`src/rtl/ad2512_pkg.sv`:
```
// Shared definitions for the AD2512 register read-back path: FSM encoding,
// SPI frame geometry and LUT entry field layout.
package ad2512_pkg;

    typedef enum logic [2:0] {
        ST_IDLE,
        ST_LOAD,
        ST_CS_SETUP,
        ST_SHIFT,
        ST_CS_HOLD,
        ST_CHECK,
        ST_GAP,
        ST_DONE
    } state_t;

    localparam int FRAME_BITS = 24;
    localparam int INSTR_BITS = 16;

    localparam logic        RD_BIT        = 1'b1;
    localparam logic [15:0] SENTINEL_ADDR = 16'hFFFF;

    // LUT entry layout: {reg_addr[15:0], expected[7:0]}
    localparam int LUT_ADDR_MSB = 23;
    localparam int LUT_ADDR_LSB = 8;
    localparam int LUT_EXP_MSB  = 7;
    localparam int LUT_EXP_LSB  = 0;

    // Read instruction: R/W bit, two-bit length field (single byte), 13-bit address,
    // followed by eight don't-care clocks during which the ADC returns data.
    function automatic logic [FRAME_BITS-1:0] build_read_word(input logic [15:0] reg_addr);
        return {RD_BIT, 2'b00, reg_addr[12:0], 8'h00};
    endfunction

endpackage

```
`src/rtl/ad2512_spi_shifter.sv`:
```
// Mode-0 SPI bit engine: 24-bit shift register, SCLK divider and bit counter.
// Chip select is owned by the caller so the same engine serves reads and writes.
module ad2512_spi_shifter
    import ad2512_pkg::*;
#(
    parameter int CLK_DIV = 4
) (
    input  logic                  clk,
    input  logic                  rst_n,
    input  logic                  load,
    input  logic [FRAME_BITS-1:0] load_word,
    input  logic                  go,
    input  logic                  miso,
    output logic                  sclk,
    output logic                  mosi,
    output logic                  done,
    output logic [FRAME_BITS-1:0] rx_word
);

    // Handshake: 'load' (while idle) captures load_word and presents bit 23 on mosi;
    // 'go' starts 24 SCLK periods; 'done' is high for one cycle on the clk cycle
    // that issues the 24th falling edge, after which the engine is idle again.

    localparam logic [7:0] DIV_LAST = 8'(CLK_DIV - 1);
    localparam logic [4:0] BIT_LAST = 5'(FRAME_BITS - 1);

    logic                  active;
    logic                  sclk_q;
    logic [7:0]            div_cnt;
    logic [4:0]            bit_cnt;
    logic [FRAME_BITS-1:0] tx_q;
    logic [FRAME_BITS-1:0] rx_q;
    logic                  half_end;

    assign half_end = active && (div_cnt == DIV_LAST);
    assign done     = half_end && sclk_q && (bit_cnt == BIT_LAST);
    assign sclk     = sclk_q;
    assign mosi     = tx_q[FRAME_BITS-1];
    assign rx_word  = rx_q;

    always_ff @(posedge clk or negedge rst_n) begin
        if (!rst_n) begin
            active  <= 1'b0;
            sclk_q  <= 1'b0;
            div_cnt <= '0;
            bit_cnt <= '0;
            tx_q    <= '0;
            rx_q    <= '0;
        end else begin
            if (load && !active) begin
                tx_q <= load_word;
                rx_q <= '0;
            end
            if (go && !active) begin
                active  <= 1'b1;
                sclk_q  <= 1'b0;
                div_cnt <= '0;
                bit_cnt <= '0;
            end else if (active) begin
                if (half_end) begin
                    div_cnt <= '0;
                    if (!sclk_q) begin
                        // rising edge issued; MISO captured in the same cycle
                        sclk_q <= 1'b1;
                        rx_q   <= {rx_q[FRAME_BITS-2:0], miso};
                    end else begin
                        sclk_q  <= 1'b0;
                        tx_q    <= {tx_q[FRAME_BITS-2:0], 1'b0};
                        bit_cnt <= bit_cnt + 5'd1;
                        if (bit_cnt == BIT_LAST) begin
                            active <= 1'b0;
                        end
                    end
                end else begin
                    div_cnt <= div_cnt + 8'd1;
                end
            end
        end
    end

endmodule

```
`src/rtl/ad2512_reg_readback.sv`:
```
// Walks the ADC configuration LUT, reads each register back over SPI and reports
// per-register data. Define AD2512_READ_COMPARE_EN to build the expected-value comparator.
module ad2512_reg_readback
    import ad2512_pkg::*;
#(
    parameter int CLK_DIV     = 4,
    parameter int START_INDEX = 1,
    parameter int LUT_NUM     = 5
) (
    input  logic        clk,
    input  logic        rst_n,
    input  logic        start,
    output logic [9:0]  lut_index,
    input  logic [23:0] lut_data,
    output logic        spi_csn,
    output logic        spi_sclk,
    output logic        spi_mosi,
    input  logic        spi_miso,
    output logic        busy,
    output logic        done,
    output logic        rd_valid,
    output logic [15:0] rd_addr,
    output logic [7:0]  rd_data,
    output logic        error,
    output logic [7:0]  err_count
);

    localparam logic [7:0] TMR_LAST  = 8'(CLK_DIV - 1);
    localparam logic [9:0] IDX_FIRST = 10'(START_INDEX);
    localparam logic [9:0] IDX_END   = 10'(LUT_NUM);

    state_t                state;
    state_t                next_state;
    logic [7:0]            tmr;
    logic                  tmr_last;
    logic [15:0]           lut_addr;
    logic [7:0]            lut_exp;
    logic [15:0]           addr_q;
    logic [7:0]            exp_q;
    logic                  sh_load;
    logic                  sh_go;
    logic                  sh_done;
    logic [FRAME_BITS-1:0] sh_rx;
    logic                  accept;

    assign lut_addr = lut_data[LUT_ADDR_MSB:LUT_ADDR_LSB];
    assign lut_exp  = lut_data[LUT_EXP_MSB:LUT_EXP_LSB];
    assign tmr_last = (tmr == TMR_LAST);
    assign accept   = (state == ST_IDLE) && start;

    ad2512_spi_shifter #(
        .CLK_DIV (CLK_DIV)
    ) u_shifter (
        .clk       (clk),
        .rst_n     (rst_n),
        .load      (sh_load),
        .load_word (build_read_word(lut_addr)),
        .go        (sh_go),
        .miso      (spi_miso),
        .sclk      (spi_sclk),
        .mosi      (spi_mosi),
        .done      (sh_done),
        .rx_word   (sh_rx)
    );

    always_comb begin
        next_state = state;
        sh_load    = 1'b0;
        sh_go      = 1'b0;
        case (state)
            ST_IDLE: begin
                if (start) next_state = ST_LOAD;
            end
            ST_LOAD: begin
                if (lut_addr == SENTINEL_ADDR || lut_index >= IDX_END) begin
                    next_state = ST_DONE;
                end else begin
                    sh_load    = 1'b1;
                    next_state = ST_CS_SETUP;
                end
            end
            ST_CS_SETUP: begin
                if (tmr_last) begin
                    sh_go      = 1'b1;
                    next_state = ST_SHIFT;
                end
            end
            ST_SHIFT: begin
                if (sh_done) next_state = ST_CS_HOLD;
            end
            ST_CS_HOLD: begin
                if (tmr_last) next_state = ST_CHECK;
            end
            ST_CHECK: next_state = ST_GAP;
            ST_GAP: begin
                if (tmr_last) next_state = ST_LOAD;
            end
            ST_DONE: next_state = ST_IDLE;
            default: next_state = ST_IDLE;
        endcase
    end

    // Outputs are registered from next_state so they line up with the state they belong to.
    always_ff @(posedge clk or negedge rst_n) begin
        if (!rst_n) begin
            state     <= ST_IDLE;
            tmr       <= '0;
            spi_csn   <= 1'b1;
            busy      <= 1'b0;
            done      <= 1'b0;
            rd_valid  <= 1'b0;
            rd_addr   <= '0;
            rd_data   <= '0;
            lut_index <= IDX_FIRST;
            addr_q    <= '0;
            exp_q     <= '0;
        end else begin
            state    <= next_state;
            tmr      <= (next_state != state) ? 8'd0 : tmr + 8'd1;
            spi_csn  <= !(next_state inside {ST_CS_SETUP, ST_SHIFT, ST_CS_HOLD});
            busy     <= !(next_state inside {ST_IDLE, ST_DONE});
            done     <= (next_state == ST_DONE);
            rd_valid <= (next_state == ST_CHECK);
            if (accept) begin
                lut_index <= IDX_FIRST;
            end else if (state == ST_GAP && tmr_last) begin
                lut_index <= lut_index + 10'd1;
            end
            if (state == ST_LOAD) begin
                addr_q <= lut_addr;
                exp_q  <= lut_exp;
            end
            if (next_state == ST_CHECK) begin
                rd_addr <= addr_q;
                rd_data <= sh_rx[7:0];
            end
        end
    end

    logic unused_bits;

`ifdef AD2512_READ_COMPARE_EN
    logic       error_q;
    logic [7:0] err_cnt_q;

    always_ff @(posedge clk or negedge rst_n) begin
        if (!rst_n) begin
            error_q   <= 1'b0;
            err_cnt_q <= '0;
        end else if (accept) begin
            error_q   <= 1'b0;
            err_cnt_q <= '0;
        end else if (next_state == ST_CHECK && sh_rx[7:0] != exp_q) begin
            error_q <= 1'b1;
            if (err_cnt_q != 8'hFF) err_cnt_q <= err_cnt_q + 8'd1;
        end
    end

    assign error       = error_q;
    assign err_count   = err_cnt_q;
    assign unused_bits = ^sh_rx[FRAME_BITS-1:8];
`else
    assign error       = 1'b0;
    assign err_count   = 8'h00;
    assign unused_bits = ^{exp_q, sh_rx[FRAME_BITS-1:8]};
`endif

endmodule

```
`config.mk`:
```
export PLATFORM = sky130hd
export DESIGN_NAME = ad2512_reg_readback
export DESIGN_NICKNAME = d
export VERILOG_FILES = /design/src/rtl/ad2512_pkg.sv /design/src/rtl/ad2512_spi_shifter.sv /design/src/rtl/ad2512_reg_readback.sv
export SDC_FILE = /design/constraint.sdc
export NUM_CORES = 1
export LEC_CHECK = 0
export BUFFER_PORTS_ARGS = -buffer_cell sky130_fd_sc_hd__buf_2
export CORE_UTILIZATION = 56
export CTS_CLUSTER_DIAMETER = 60
export CTS_CLUSTER_SIZE = 24
export DETAILED_ROUTE_END_ITERATION = 10
export HOLD_SLACK_MARGIN = 0.1
export PLACE_DENSITY_LB_ADDON = 0.1
export SLEW_MARGIN = 0
export SYNTH_ARGS = -nofsm -noshare
export SYNTH_HDL_FRONTEND = slang
export SYNTH_SLANG_ARGS = --single-unit
```
`constraint.sdc`:
```
create_clock -name clk -period 2.8 [get_ports clk]
set_clock_uncertainty 0.1 [all_clocks]
set_input_delay 0 -clock clk [delete_from_list [all_inputs] [get_ports clk]]
set_output_delay 0 -clock clk [all_outputs]
set_load 0.01 [all_outputs]
```
==> out/qor.csv, run 1 <==
metric;value;unit
vias;3540;
status;complete, no violations;
slowest_stage;dfrtp_1;
max_stage_delay;440;ps
hold_viol;0;
initial_core_util;57.4;%
arrival;2790;ps
synth-seq-cells;112;
layout_setup_ws;152;ps
floorplan.core_area;0.00868;mm^2
seq_area_frac_synth;56.3;%
cts_made_buffers;9;
ys_warn_count;0;
grt_pass1_vias;3502;
fp.dieW;96.3;um
cts_max_path_buffers;2;
syn-cell-area;0.00498;mm^2
leakage;2.70;nW
first_pass_iters;4;
worstPathMaxFanout;13;
io_buffers;59;
p_per_area;921;mW/mm^2
grt_pass1_wl;16500;um
viasPerCell;5.50;
post-cts-setup-buffer-count;0;
cts_sinks;112;
cap_violations;0;
drive_gt1_share;25.7;%
dpl.hpwl;6560;um
hold_class;input pin to flip-flop;
rows;34;
cts_tree;built;
required;2950;ps
synth.distinct_cells;46;
dieArea;0.00928;mm^2
avgSynthCellArea;11.2;um^2
period_share;94.6;%
grt_max_degree;66;
cts_root_buf;clkbuf_8;
antenna_found_initial;0;
postLayoutCellArea;0.00584;mm^2
critPathCaptureType;flip-flop;
io_pins;77;
final_cell_mix;dfrtp_1 (110), nand2_1 (68), buf_2 (58), o21ai_0 (45), mux2_2 (40);
async_flop_share;100;%
cp-start-kind;flip-flop;
layout_commonest_cell;dfrtp_1;
gp_congestion;0.798;
dieHeight;96.3;um
max_slew.worst_pin.slew;900;ps
peakVddDrop;0.476;mV
finalSetupViolCount;0;
clk_latency;360;ps
rsz0062_at_grt;false;
postRouteAntennaNets;0;
fillers;706;
worstPathCellList;nor4_1 > o211ai_1 > o21ba_2 > a2111o_1 > nand3b_4 > mux2_2;
h-tree-depth;3;
synth_ff_type;dfrtp_1;
drtIter0Drc;209;
synth_cells;446;
syn_to_final_growth;17.2;%
placed_area;0.00542;mm^2
slew_headroom;39.8;%
wl_per_cell;15.5;um
max_freq;378;MHz
slew_viol_final;0;
drt_wl_total;10000;um
cts.reportedPaths.clkPinSlew;110;ps
synth_edf_count;0;
setup-tns-final;0;ps
overflow;0;
n_antenna_cell;0;
grt_usage;23.3;%
worst-setup-path-type;flip-flop to flip-flop;
pre_cts_ws;175;ps
fin_crit;2650;ps
nNetsFinal;565;
drc;0;
[metrics by stage]
stage	instances	power [W]	hold WS, ps	utilization [%]
after floorplan	454	0.00380	-396	-
after global placement	606	0.00431	-45.7	62.5
after detailed placement	606	0.00442	-44.3	62.5
after CTS	643	0.00538	278	67.1
after global routing	644	0.00580	308	67.3
final	644	0.00538	288	67.3
[worst max-delay path: cells and delay by family, from the launching register on]
kind | cells | cell delay (ps)
multiplexers | 1 | 370
AO/OA/AOI/OAI | 3 | 890
flip-flops | 1 | 440
AND/OR/NAND/NOR | 2 | 710
[power breakdown]
group          internal (W)  total [W]  switching (W)
registers           0.00225    0.00267       0.000422
clock network      0.000368   0.000929       0.000561
logic              0.000841    0.00178       0.000944
[cell families (layout without fill, tap and decap cells)]
logic type	Yosys count	in the layout	share of synthesized area, %
adder cells (fa/ha/maj)	6	6	1.51
XOR/XNOR	18	18	3.16
AND/OR/NAND/NOR	159	160	16.5
AO/OA/AOI/OAI	64	64	7.33
buffers and inverters	32	113	3.34
multiplexers	54	54	11.8
other	1	9	0.0752
flip-flops	112	112	56.3
[registers in the layout (all words and copies together) (netlist names), 8 cells and up]
register	count
u_shifter.tx_q	24
addr_q	16
rd_addr	16
lut_index	10
rd_data	8
tmr	8
u_shifter.div_cnt	8
u_shifter.rx_word	8
[cell usage after synthesis (all sizes together) (2+ instances only)]
cell,count,area share (%)
nor4,7,1.9
and3,6,0.75
o211ai,2,0.30
clkbuf,10,0.75
o31ai,2,0.30
o21ai,45,4.5
xor2,11,1.9
nor2,29,2.2
a31oi,3,0.38
dfrtp,110,55
nor2b,6,0.75
nand2,69,5.2
buf,16,2.1
a21oi,5,0.50
nand3,13,1.3
ha,6,1.5
nand4,10,1.3
nand2b,4,0.50
nor3,5,0.50
nor3b,3,0.55
dfstp,2,1.1
mux2i,14,2.8
mux2,40,9.0
inv,6,0.45
xnor2,7,1.2
[layer usage]
metal	routed length (um)	GRT usage, %	up-vias
li1	-	-	1707
met1	4610	31.6	1763
met2	4920	38.8	58
met3	329	4.27	12
met4	144	6.37	0
met5	0	0	-
[area by class of cell]
cell class	instances	area (um^2)	area share, %
multi-input cells	311	2070	35.5
repair buffers	91	616	10.5
clock inverters	5	48.8	0.835
well taps	108	135	2.31
inverters	6	22.5	0.385
flip-flops and latches	112	2810	48.0
clock buffers	11	141	2.42
[path summary, 6_finish.rpt]
path                                         startpoint                               end  slack [ps]  depth (start not counted)
max reg2reg                    lut_index[8]$_DFFE_PN0P_            rd_addr[8]$_DFFE_PN0P_         150                          6
max                            lut_index[8]$_DFFE_PN0P_            rd_addr[8]$_DFFE_PN0P_         150                          6
min                                            spi_miso    u_shifter.rx_word[0]$_DFF_PN0_         290                          4
min in group asynchronous                         rst_n             addr_q[2]$_DFFE_PN0P_         540                          3
max in group asynchronous                         rst_n  u_shifter.bit_cnt[2]$_DFFE_PN0P_         450                          4
min reg2reg                u_shifter.tx_q[12]$_DFF_PN0_      u_shifter.tx_q[13]$_DFF_PN0_         390                          2
[timing repair]
action | 4_1_cts | 5_1_grt
resized for setup | 0 | 2
endpoints found under the hold margin | 143 | 0
endpoints found under the setup margin | 0 | 24
hold buffers | 21 | 0
No activity file was read; power rests on OpenSTA's default activity.
==> run 2: changes to the inputs <==
--- a/config.mk
+++ b/config.mk
@@ -12,6 +12,7 @@
 export DETAILED_ROUTE_END_ITERATION = 10
 export HOLD_SLACK_MARGIN = 0.1
 export PLACE_DENSITY_LB_ADDON = 0.1
+export RECOVER_POWER = 50
 export SLEW_MARGIN = 0
 export SYNTH_ARGS = -nofsm -noshare
 export SYNTH_HDL_FRONTEND = slang
==> run 2 against run 1 <==
  * Global-route usage unchanged
  * Sequential power about the same
  * Clock power about the same
  * Final area down 1.0%
  * Die area unchanged
  * Critical path type unchanged
  * Total power down 0.91%
==> out/qor.csv, run 2 (same netlist as run 1, synthesis figures left out) <==
metric;value;unit;change
viasPerCell;5.50;;about the same
cts_root_buf;clkbuf_8;;
cap_violations;0;;unchanged
period_share;93.7;%;-0.84 points
cts_tree;built;;
top_usage_layer;met2;;
multi_input_area;0.00207;mm^2;unchanged
vias;3542;;+0.056%
clk_latency;360;ps;about the same
finalSetupViolCount;0;;unchanged
drtIter0Drc;234;;+12%
grtUsageMet3;4.27;%;unchanged
gp_congestion;0.798;;unchanged
nNetsFinal;565;;unchanged
register_area;0.00281;mm^2;unchanged
arrival;2770;ps;-20 ps
hold_viol;0;;unchanged
grtUsageMet2;38.8;%;unchanged
path_delay_family;simple AND/OR/NAND/NOR gates;;
dieHeight;96.3;um;unchanged
final_cell_mix;dfrtp_1 (110), nand2_1 (68), o21ai_0 (45), mux2_2 (40), clkbuf_1 (40);;
cts.reportedPaths.clkPinSlew;110;ps;about the same
slew_headroom;39.1;%;-0.71 points
max_stage_delay;610;ps;+170 ps
fillers;731;;+3.5%
cts_sinks;112;;unchanged
dieArea;0.00928;mm^2;unchanged
drc;0;;unchanged
max_slew.worst_pin.slew;911;ps;+10.6 ps
io_buffers;59;;unchanged
drt_wl_total;10000;um;+0.34%
grt_pass1_vias;3502;;unchanged
fp.dieW;96.3;um;unchanged
cts_max_path_buffers;2;;unchanged
p_per_area;923;mW/mm^2;+0.14%
slew_viol_final;0;;unchanged
final_util;66.6;%;-0.71 points
status;complete, no violations;;
n_antenna_cell;0;;unchanged
h-tree-depth;3;;unchanged
fin_crit;2620;ps;-23.5 ps
syn_to_final_growth;16.0;%;
top_register;u_shifter.tx_q;;
grt_max_degree;66;;unchanged
worstPathCellList;inv_1 > ha_1 > nor2b_1 > o211ai_1 > o21ba_2 > nand2b_1 > nand3b_4 > mux2_2;;
grt_pass1_wl;16500;um;unchanged
grt_usage;23.3;%;unchanged
use_met1;31.6;%;unchanged
rows;34;;unchanged
overflow;0;;unchanged
wl_per_cell;15.6;um;+0.34%
cp-start-kind;flip-flop;;
critPathBufInv;1;;+1
drive_gt1_share;18.5;%;-7.3 points
leakage;2.56;nW;-5.2%
dpl.hpwl;6560;um;unchanged
largest_registers;u_shifter.tx_q x24, addr_q x16, rd_addr x16;;
worst-setup-path-type;flip-flop to flip-flop;;
max_freq;381;MHz;+0.90%
cts_made_buffers;9;;unchanged
peakVddDrop;0.476;mV;+0.20%
critPathCaptureType;flip-flop;;
postRouteAntennaNets;0;;unchanged
required;2940;ps;about the same
io_pins;77;;unchanged
setup-tns-final;0;ps;unchanged
whs;287;ps;-1.13 ps
floorplan.core_area;0.00868;mm^2;unchanged
rsz0062_at_grt;false;;
initial_core_util;57.4;%;unchanged
antenna_found_initial;0;;unchanged
hold_class;input pin to flip-flop;;
largest_reg_flops;24;;unchanged
layout_commonest_cell;dfrtp_1;;
worstPathMaxFanout;13;;unchanged
slowest_stage;dfstp_2;;
first_pass_iters;4;;unchanged
run 2: changes by cell type in the layout (fill, tap and decap cells not counted):
cell / before / now
buf_12: 2 / 1
buf_2: 58 / 19
clkbuf_1: 1 / 40
clkbuf_4: 0 / 1
run 2: metal layers:
layer | up-vias | routed length [um]
met5 | - | 0
met4 | 0 | 147
met3 | 12 | 341
met2 | 60 | 4910
met1 | 1764 | 4640
li1 | 1706 | -
run 2: final cells by class:
| class | instances | share of cell area, % |
|---|---|---|
| multi-input combinational | 311 | 35.9 |
| clock inverter | 5 | 0.844 |
| inverter | 6 | 0.390 |
| sequential | 112 | 48.5 |
| clock buffer | 11 | 2.45 |
| timing repair buffer | 91 | 9.59 |
| tap | 108 | 2.34 |
run 2: where the power goes:
| part | internal (W) | switching (W) | leakage (nW) |
|---|---|---|---|
| sequential | 0.00225 | 0.000429 | 1.42 |
| clock | 0.000369 | 0.000561 | 0.0979 |
| combinational | 0.000784 | 0.000944 | 1.05 |
run 2: worst paths after layout:
kind | slack, ps | cells after the start | endpoint | startpoint
setup / recovery | 180 | 8 | rd_addr[8]$_DFFE_PN0P_ | lut_index[0]$_DFFE_PN1P_
hold / removal | 290 | 4 | u_shifter.rx_word[0]$_DFF_PN0_ | spi_miso
setup reg to reg | 180 | 8 | rd_addr[8]$_DFFE_PN0P_ | lut_index[0]$_DFFE_PN1P_
hold reg to reg | 390 | 2 | u_shifter.tx_q[4]$_DFF_PN0_ | u_shifter.tx_q[3]$_DFF_PN0_
max in group asynchronous | 450 | 4 | u_shifter.bit_cnt[2]$_DFFE_PN0P_ | rst_n
min in group asynchronous | 530 | 3 | addr_q[2]$_DFFE_PN0P_ | rst_n
run 2: repair_timing:
action,4_1_cts,5_1_grt
hold buffers,21,0
endpoints found under the hold margin,143,0
gates resized for setup,0,2
buffers inserted,0,0
endpoints found under the setup margin,0,24
run 2: worst register-to-register path: stages, from the launching register on:
cell and delay (ps):
dfstp_2 610, inv_1 80, ha_1 180, nor2b_1 120
o211ai_1 210, o21ba_2 200, nand2b_1 360, nand3b_4 290
mux2_2 360
run 2: through the flow:
| step | std cells | setup slack (ps) | area, um^2 | power, W |
|---|---|---|---|---|
| 3_5_place_dp | 606 | 175 | 5420 | 0.00442 |
| 2_1_floorplan | 454 | 457 | 5010 | 0.00380 |
| 5_1_grt | 644 | 48.4 | 5780 | 0.00575 |
| 3_3_place_gp | 606 | 248 | 5420 | 0.00431 |
| 4_1_cts | 643 | 170 | 5820 | 0.00538 |
| 6_report | 644 | 175 | 5780 | 0.00533 |
==> run 3: changes to the inputs <==
--- a/config.mk
+++ b/config.mk
@@ -5,11 +5,11 @@
 export SDC_FILE = /design/constraint.sdc
 export NUM_CORES = 1
 export LEC_CHECK = 0
-export BUFFER_PORTS_ARGS = -buffer_cell sky130_fd_sc_hd__buf_2
-export CORE_UTILIZATION = 56
+export CORE_UTILIZATION = 60
 export CTS_CLUSTER_DIAMETER = 60
 export CTS_CLUSTER_SIZE = 24
 export DETAILED_ROUTE_END_ITERATION = 10
+export DONT_BUFFER_PORTS = 1
 export HOLD_SLACK_MARGIN = 0.1
 export PLACE_DENSITY_LB_ADDON = 0.1
 export RECOVER_POWER = 50
==> run 3 against run 2 <==
  * Wire length fell by 2.5%
  * Critical path type unchanged
  * Clock power rose by 4.0%
  * Non-clock buffer count fell by 60
  * Largest cell class unchanged
  * Die area fell by 6.5%
  * Fmax fell by 1.8%
  * Critical path depth did not move
  * Final area fell by 4.3%
  * Critical endpoint is now rd_addr[15]$_DFFE_PN0P_
  * Worst setup slack got worse by 48 ps
  * First-iteration DRC count fell by 11%
==> out/qor.csv, run 3 (same netlist as run 1, synthesis figures left out) <==
metric;value;unit;change
wl_per_cell;16.9;um;+8.7%
io_pins;77;;unchanged
largest_reg_flops;24;;unchanged
syn_to_final_growth;10.9;%;
postRouteAntennaNets;0;;unchanged
gp_congestion;0.805;;+0.98%
drtIter0Drc;209;;-11%
floorplan.core_area;0.00789;mm^2;-9.1%
path_delay_family;compound AO/OA/AOI/OAI gates;;
layout_commonest_cell;dfrtp_1;;
grt_pass1_vias;3366;;-3.9%
finalPower;0.00524;W;-1.8%
max_slew.worst_pin.slew;1460;ps;+546 ps
cts.reportedPaths.clkPinSlew;110;ps;about the same
slew_viol_final;0;;unchanged
final_cell_mix;dfrtp_1 (110), nand2_1 (68), o21ai_0 (45), mux2_2 (40), nor2_1 (29);;
arrival;2840;ps;+70 ps
cap_violations;0;;unchanged
cts_sinks;112;;unchanged
reg2reg_from;lut_index[0]$_DFFE_PN1P_;;
postLayoutCellArea;0.00553;mm^2;-4.3%
p_per_area;947;mW/mm^2;+2.7%
worst-setup-path-type;flip-flop to flip-flop;;
antenna_found_initial;0;;unchanged
dpl.hpwl;6210;um;-5.4%
max_freq;374;MHz;-1.8%
rows;32;;-5.9%
grt_usage;23.8;%;+0.47 points
drive_gt1_share;17.0;%;-1.5 points
slew_headroom;2.89;%;-36 points
nNetsFinal;505;;-11%
worstHoldEndpoint;tmr[0]$_DFF_PN0_;;
slowest_stage;dfstp_2;;
dieArea;0.00868;mm^2;-6.5%
drt_wl_total;9790;um;-2.5%
setup-tns-final;0;ps;unchanged
grt_max_degree;113;;+71%
status;complete, no violations;;
min_from;start;;
fin_crit;2670;ps;+48.3 ps
finalSetupViolCount;0;;unchanged
grt_pass1_wl;16200;um;-2.0%
rrSetupSlack;130;ps;-50 ps
max_stage_delay;630;ps;+20 ps
path_depth;8;;unchanged
hold_depth;5;;+1
placed_area;0.00508;mm^2;-6.2%
drc;0;;unchanged
peakVddDrop;0.525;mV;+10%
viasPerCell;5.83;;+6.0%
first_pass_iters;4;;unchanged
hold_class;input pin to flip-flop;;
leakage;2.44;nW;-4.6%
clk_latency;370;ps;about the same
cts_tree;built;;
largest_registers;u_shifter.tx_q x24, addr_q x16, rd_addr x16;;
cts_max_path_buffers;2;;unchanged
cp-start-kind;flip-flop;;
dieHeight;93.2;um;-3.3%
io_buffers;0;;-100%
fp.dieW;93.2;um;-3.3%
r2r_cells;8;;unchanged
vias;3371;;-4.8%
cts_made_buffers;9;;unchanged
fillers;571;;-22%
critPathCaptureType;flip-flop;;
initial_core_util;63.2;%;+5.8 points
worstPathMaxFanout;12;;-1
critPathBufInv;1;;unchanged
period_share;95.5;%;+1.7 points
required;2970;ps;+30 ps
whs;106;ps;-181 ps
overflow;0;;unchanged
r2r-end;rd_addr[15]$_DFFE_PN0P_;;
cts_root_buf;clkbuf_8;;
hold_viol;0;;unchanged
worstPathCellList;inv_1 > ha_1 > nor2b_1 > o211ai_1 > o21ba_2 > a2111o_1 > nand3b_4 > mux2_2;;
top_register;u_shifter.tx_q;;
n_antenna_cell;0;;unchanged
h-tree-depth;3;;unchanged
==> run 3: timing repair <==
item                       4_1_cts  5_1_grt
setup endpoints to repair        0       24
hold endpoints to repair       144        0
setup buffers                    0        1
resized for setup                0        2
hold buffers                    20        0
==> run 3: worst min-delay path, cell delays in order <==
cell and delay [ps]:
nor3_1 150, a21oi_1 60, nor2_1 80, a21oi_1 130, nor2_1 110
==> run 3: power breakdown <==
| part | switching, W | internal [W] |
|---|---|---|
| Clock | 0.000588 | 0.000380 |
| Sequential | 0.000554 | 0.00225 |
| Combinational | 0.000775 | 0.000694 |
==> run 3: metrics by stage <==
step / setup WS [ps] / instances / utilization [%]
finish: 127 / 578 / 70.1
global placement: 120 / 540 / 64.4
detailed placement: 29.7 / 540 / 64.4
CTS: 12.3 / 576 / 69.8
floorplan: 457 / 454 / -
global route: -4.31 / 578 / 70.1
==> run 3: worst max-delay path by stage <==
stage / start / to
6_report: lut_index[0]$_DFFE_PN1P_ / rd_addr[15]$_DFFE_PN0P_
5_1_grt: lut_index[0]$_DFFE_PN1P_ / rd_addr[1]$_DFFE_PN0P_
4_1_cts: lut_index[0]$_DFFE_PN1P_ / rd_data[6]$_DFFE_PN0P_
3_5_place_dp: lut_index[0]$_DFFE_PN1P_ / rd_addr[15]$_DFFE_PN0P_
2_1_floorplan: u_shifter.div_cnt[0]$_DFFE_PN0P_ / rd_addr[0]$_DFFE_PN0P_
3_3_place_gp: lut_index[0]$_DFFE_PN1P_ / rd_addr[8]$_DFFE_PN0P_
==> run 3: layout make-up <==
class                      instances  area [um^2]  area share, %
clock buffer                      10          138           2.49
clock inverter                     6         70.1           1.27
inverter                           6         22.5          0.407
multi-input combinational        311         2070           37.5
sequential                       112         2810           50.7
tap                              102          128           2.31
timing repair buffer              31          293           5.29
==> run 3: routing by layer <==
metal | up-vias | global-route usage (%) | part of all wire [%]
li1 | 1583 | - | -
met1 | 1711 | 31.9 | 44
met5 | - | 0 | 0
met3 | 10 | 5.04 | 4.4
met4 | 0 | 6.15 | 0.78
met2 | 67 | 39.7 | 51
